===== config.mk =====
export PLATFORM = sky130hd
export DESIGN_NAME = wdg_window_monitor
export DESIGN_NICKNAME = d
export VERILOG_FILES = /design/src/rtl/wdg_pkg.sv /design/src/rtl/wdg_edge_det.sv /design/src/rtl/wdg_window_monitor.sv
export SDC_FILE = /design/constraint.sdc
export NUM_CORES = 1
export LEC_CHECK = 0
export ABC_AREA = 1
export BUFFER_PORTS_ARGS = -buffer_cell sky130_fd_sc_hd__buf_2
export CORE_MARGIN = 5
export CORE_UTILIZATION = 50
export DETAILED_ROUTE_END_ITERATION = 10
export PLACE_DENSITY = 0.83
export REMOVE_ABC_BUFFERS = 1
export SLEW_MARGIN = 30
export SYNTH_ARGS = -nofsm -noshare
export SYNTH_HDL_FRONTEND = slang
export SYNTH_SLANG_ARGS = --single-unit

===== constraint.sdc =====
create_clock -name clk -period 3.7 [get_ports clk]
set_input_delay 0.555 -clock clk [delete_from_list [all_inputs] [get_ports clk]]
set_output_delay 0.555 -clock clk [all_outputs]
set_load 0.05 [all_outputs]

===== src/rtl/wdg_pkg.sv =====
// Shared definitions for the watchdog window monitor: FSM state encoding
// and the fault cause codes reported on the cause output.
package wdg_pkg;

  typedef enum logic [1:0] {
    IDLE  = 2'd0,
    ARM   = 2'd1,
    RUN   = 2'd2,
    ALARM = 2'd3
  } wdg_state_t;

  localparam logic [1:0] CAUSE_NONE    = 2'b00;
  localparam logic [1:0] CAUSE_TIMEOUT = 2'b01;
  localparam logic [1:0] CAUSE_EARLY   = 2'b10;

endpackage


===== src/rtl/wdg_edge_det.sv =====
// Heartbeat edge detector: remembers the previous heartbeat level and flags
// any change, rising or falling. The previous level is tracked in every
// monitor state so enabling the monitor never produces a spurious edge.
module wdg_edge_det (
  input  logic clk,
  input  logic rst,
  input  logic wdgIn,
  output logic toggle
);

  logic wdg_prev;

  // Track the heartbeat level one cycle late; cleared by the active-low reset.
  always_ff @(posedge clk) begin
    if (!rst) begin
      wdg_prev <= 1'b0;
    end else begin
      wdg_prev <= wdgIn;
    end
  end

  assign toggle = wdgIn ^ wdg_prev;

endmodule


===== src/rtl/wdg_window_monitor.sv =====
// Watchdog window monitor: measures the interval between heartbeat toggles,
// counts consecutive timeouts and raises a sticky alarm after MISS_LIMIT of
// them. Defining WDG_WINDOW_EN additionally flags toggles that arrive sooner
// than MIN_GAP cycles after the previous one as an early fault.
module wdg_window_monitor
  import wdg_pkg::*;
#(
  parameter int CNT_W      = 16,
  parameter int TIMEOUT    = 1000,
  parameter int MISS_LIMIT = 3,
  parameter int MISS_W     = 2,
  parameter int MIN_GAP    = 10
) (
  input  logic              clk,
  input  logic              rst,
  input  logic              wdgIn,
  input  logic              en,
  input  logic              clrAlarm,
  output logic              alarm,
  output logic [1:0]        cause,
  output logic [MISS_W-1:0] missCount,
  output logic [CNT_W-1:0]  period,
  output logic              periodValid
);

  localparam logic [CNT_W-1:0]  CNT_LAST = CNT_W'(TIMEOUT - 1);
  localparam logic [MISS_W-1:0] MISS_MAX = MISS_W'(MISS_LIMIT);

`ifdef WDG_WINDOW_EN
  localparam logic [CNT_W-1:0]  GAP_MIN  = CNT_W'(MIN_GAP);
`else
  logic unused_min_gap;
  assign unused_min_gap = (MIN_GAP != 0);
`endif

  wdg_state_t        state;
  logic [CNT_W-1:0]  cnt;
  logic [CNT_W-1:0]  cnt_inc;
  logic [MISS_W-1:0] miss_inc;
  logic              toggle;

  wdg_edge_det u_edge_det (
    .clk    (clk),
    .rst    (rst),
    .wdgIn  (wdgIn),
    .toggle (toggle)
  );

  // The interval just measured is cnt+1 because cnt starts at 0 on the edge cycle.
  assign cnt_inc  = cnt + 1'b1;
  assign miss_inc = missCount + 1'b1;

  // Monitor FSM with interval counter and registered outputs; an edge beats a
  // simultaneous timeout, and a detected fault beats a same-cycle clear.
  always_ff @(posedge clk) begin
    if (!rst) begin
      state       <= IDLE;
      cnt         <= '0;
      alarm       <= 1'b0;
      cause       <= CAUSE_NONE;
      missCount   <= '0;
      period      <= '0;
      periodValid <= 1'b0;
    end else begin
      periodValid <= 1'b0;
      case (state)
        IDLE: begin
          cnt <= '0;
          if (en) begin
            state <= ARM;
          end
        end

        ARM, RUN: begin
          if (!en) begin
            state     <= IDLE;
            cnt       <= '0;
            missCount <= '0;
          end else if (toggle) begin
            cnt <= '0;
            if (state == ARM) begin
              state <= RUN;
`ifdef WDG_WINDOW_EN
            end else if (cnt_inc < GAP_MIN) begin
              state  <= ALARM;
              alarm  <= 1'b1;
              cause  <= CAUSE_EARLY;
              period <= cnt_inc;
`endif
            end else begin
              missCount   <= '0;
              period      <= cnt_inc;
              periodValid <= 1'b1;
            end
          end else if (cnt == CNT_LAST) begin
            cnt       <= '0;
            missCount <= miss_inc;
            if (miss_inc == MISS_MAX) begin
              state <= ALARM;
              alarm <= 1'b1;
              cause <= CAUSE_TIMEOUT;
            end
          end else begin
            cnt <= cnt_inc;
          end
        end

        ALARM: begin
          cnt <= '0;
          if (clrAlarm) begin
            alarm     <= 1'b0;
            cause     <= CAUSE_NONE;
            missCount <= '0;
            state     <= en ? ARM : IDLE;
          end
        end

        default: begin
          state <= IDLE;
          cnt   <= '0;
        end
      endcase
    end
  end

endmodule


==> results <==
- The flow ran to the end, and the final reports show no timing, DRC or antenna violations.
- In the routed layout, each cell is associated on average with a via count of just under 5.
- The initial antenna violation count came to 0.
- The number of DRC violations after detailed-routing iteration 0 is 120.
- Dividing the final minimum period by the clock period gives ~53%.
- The first detailed-routing pass ran for 4 iterations.
- The count of state elements after synthesis is 39.
- For the worst-skew pair, the clock arrives at the later sink with an insertion delay of ~300 ps.
- The fraction of synthesis flops using an asynchronous set or reset pin is 0%.
- The path class of the tightest hold or removal check is primary input to flip-flop.
- The critical path class is flip-flop to flip-flop.
- The capture point of the worst reg-to-reg path is period[12]$_SDFFE_PN0P_.
- The count of flip-flops with a built-in enable after synthesis is 0.
- The total vias in the final route is approximately 1,800.
- In this run, placement finished with an instance count of 360.
- The startpoint identified for the worst register-to-register timing path is state[1]$_SDFFE_PN0P_.
- The deepest level of the CTS H-tree is 2.
- The critical path capture point type is a flip-flop.
- The post-route core utilization is between 50% and 60%.
- The synthesized netlist devotes under 10% of its cell area to XOR and XNOR gates.
- The maximum number of pins on one net before global-route repair is 30.
- The remaining design rule violation count is 0.
- The starting density of the core is about half.
- STA puts the critical path data required time at 3890 ps.
- The average routed wire per standard cell is approximately 11 um.
- Summed over all nets, the half-perimeter wirelength after detailed placement is 3070 um.
- The number of nets in the layout is approximately 330.
- The region available for standard cell placement spans between 3000 and 4000 um^2.
- The setup slack of the worst register-to-register path is about 1700 ps.
- The total setup buffers inserted after CTS is 0.
- STA classifies the critical path startpoint as a flip-flop.
- The height of the die is about 74 um.
- The weighted congestion reported at the end of routability-driven placement is between 0.8 and 0.9.
- Fill cells in the final layout number 370.
- The maximum vdd drop is 275 uV.
- The simple-gate portion of the synthesized area is 32.7%.
- Summed over all cells, the static leakage comes to 1.07 nW.
- The via count of the first global-routing pass came to approximately 1,700.
- The tool flagged a number of max-cap violations equal to 0.
- Clock-pin slew was measured on the worst setup and hold paths at 80 ps.
- By area the synthesized netlist is led by dfxtp_1 (38%), inv_1 (9.4%), nand2_1 (9.2%), nor2_1 (8.7%), nand3_1 (5.6%).
- The count of yosys warnings during synthesis is 0.
- For the worst setup path, the data arrival time is between 2000 and 2500 ps.
- The number of primary I/O pins is 27.
- The die footprint is between 5000 and 6000 um^2.
- The number of gates resized after CTS was 0.
- Setup repair after global routing left no endpoint under its margin.
- The floorplan row count is 23.
- The share of synthesized area spent on multiplexers is 0%.
- The total standard cell area after synthesis is 2040 um^2.
- In the post-synthesis netlist, the cell with the most instances is inv_1.
- CTS placed an instance of clkbuf_8 at the clock tree root.
- From left edge to right edge, the die measures approximately 74 um.
- The number of input and output port buffers inserted is 25.
- The total power after layout is around 1.5 mW.
- The aggregate global-route resource usage is between 15 and 20%.
- The source of the critical timing path is state[1]$_SDFFE_PN0P_.
- The number of buffers added by the clock tree synthesis step is 5.
- The primary flip-flop cell chosen by synthesis mapping is dfxtp_1.
- The maximum number of buffers from clock root to sink is 2.
- The number of standard cells in the final layout excluding fillers is roughly 370.
- Derived from the worst setup path, the maximum achievable clock frequency is about 500 MHz.
- In this run the remaining antenna-violating nets after routing total 0.
- TritonCTS built the clock tree.
- The share of final-layout standard cells stronger than drive strength 1 is between 10% and 20%.
- For the worst flop-to-flop path, the logic depth is 9.
- Clock skew on the completed layout was measured at 5.95 ps.
- By area, the combinational part of the netlist is dominated by simple AND/OR/NAND/NOR gates.
- Dividing the synthesized area by the synthesized cell count gives 6.98 um^2.
- The compound-cell area share of the yosys netlist is 8.35%.
- The final routed wirelength across all metal layers is just over 4000 um.
- In this run the biggest area consumer among cell types represents a little under two fifths of the synthesized area.
- The final max-slew violation count was 0.
- The global route total overflow is 0.
- Setup violations remaining at the end of the flow were counted as 0.
- The number of clock sinks is 39.
- After routing, the total negative slack on setup checks comes to 0 ps.
- Of the total synthesized cell area, the portion taken by full adders, half adders and majority gates is 4.30%.
- The number of endpoints with negative hold slack in the final report was 0.
- The repair_antennas step left the layout with diodes totalling 0.
- The critical path capture point is period[12]$_SDFFE_PN0P_.
- Summed over all instances, the cell type with the most area after synthesis is dfxtp_1.
- Relative to the synthesized area, the layout overhead comes to 11.5%.
- The first global-routing pass estimated around 7000 um of wire.
- The cell count after synthesis came out at 292.
- Ranked by instance count, the synthesized netlist is headed by inv_1 (51), nand2_1 (50), nor2_1 (47).
- The final critical delay including setup and external delays is 1970 ps.
- Synthesis instantiated 25 different standard cells from the library.
- The share of synthesized area occupied by flip-flops and latches is between 30% and 40%.
- Buffers inserted to repair hold after CTS numbered 0.
- In this run the worst path has a maximum fanout of 29.
- The areal power density over the cells is between 600 and 700 nW/um^2.
layer usage:
metal  routed length (um)  GRT usage, %  up-vias  share of wire (%)
li1                     -             -      957                  -
met1                 1800          19.0      807                 44
met2                 1940          27.2       42                 48
met3                  201          5.20       16                4.9
met4                  131          7.85        0                3.2
met5                    0             0        -                  0
through the flow:
step	cell area [um^2]	setup WS, ps	hold slack, ps
after global placement	2160	1880	477
final	2270	1730	475
after detailed placement	2160	1720	494
after floorplan	1970	2020	463
after global routing	2270	1590	483
after CTS	2270	1720	470
logic make-up (layout without fill, tap and decap cells):
| group | count (synthesis) | after routing |
|---|---|---|
| other cells | 1 | 1 |
| flops | 39 | 39 |
| compound gates | 32 | 32 |
| simple gates | 146 | 146 |
| buf+inv | 60 | 86 |
| fa+ha+maj | 7 | 7 |
| xor+xnor | 7 | 7 |
state kept, by name, summed over array words and instances, names as in the netlist:
name	cells
u_edge_det.wdg_prev	1
periodValid	1
missCount	2
state	2
cause	1
period	16
cnt	16
cells in the final DEF, fill, tap and decap left out:
cell type  count
xnor2_1        1
inv_2          2
bufinv_16      1
nor3_1         6
a21oi_1       18
o211ai_1       3
o21ai_1        1
clkinv_2       1
o21ai_0        9
nand3_2        3
dfxtp_1       39
nand2_1       50
nor2_2         1
nand4_1        8
nand2_2        4
clkbuf_8       6
nand3_1       23
nor2_4         3
nor2_1        47
conb_1         1
nand2_4        1
inv_1         51
ha_1           7
xor2_1         6
buf_2         25
a21o_1         1
power breakdown:
part	switching [mW]	total, mW	internal, mW
combinational	0.467	0.640	0.173
sequential	0.0427	0.532	0.489
clock	0.152	0.370	0.218
worst max-delay path, stage by stage, from the launching register on:
cell      delay [ps]
dfxtp_1          390
inv_1            100
ha_1             330
nand2_1          130
nor2_1           150
nand2_2          110
inv_2            340
nand3_1          150
o211ai_1         110
inv_1             60
cell type report:
class / count / area, um^2 / share of cell area (%)
Clock buffer: 6 / 82.6 / 3.63
Clock inverter: 2 / 35.0 / 1.54
Inverter: 53 / 199 / 8.75
Multi-Input combinational cell: 193 / 988 / 43.5
Sequential cell: 39 / 781 / 34.3
Tap cell: 50 / 62.6 / 2.75
Timing Repair Buffer: 25 / 125 / 5.50
worst min path at each step:
stage                     slack (ps)  depth (start not counted)                    from                        endpoint
final                            480                          3                   wdgIn  u_edge_det.wdg_prev$_SDFF_PN0_
after global routing             480                          3                   wdgIn  u_edge_det.wdg_prev$_SDFF_PN0_
after CTS                        470                          3                   wdgIn  u_edge_det.wdg_prev$_SDFF_PN0_
after detailed placement         490                          1       cnt[0]$_SDFF_PP0_               cnt[0]$_SDFF_PP0_
after global placement           480                          2  period[8]$_SDFFE_PN0P_          period[8]$_SDFFE_PN0P_
after floorplan                  460                          1       cnt[0]$_SDFF_PP0_               cnt[0]$_SDFF_PP0_
(Power assumes the default switching activity.)
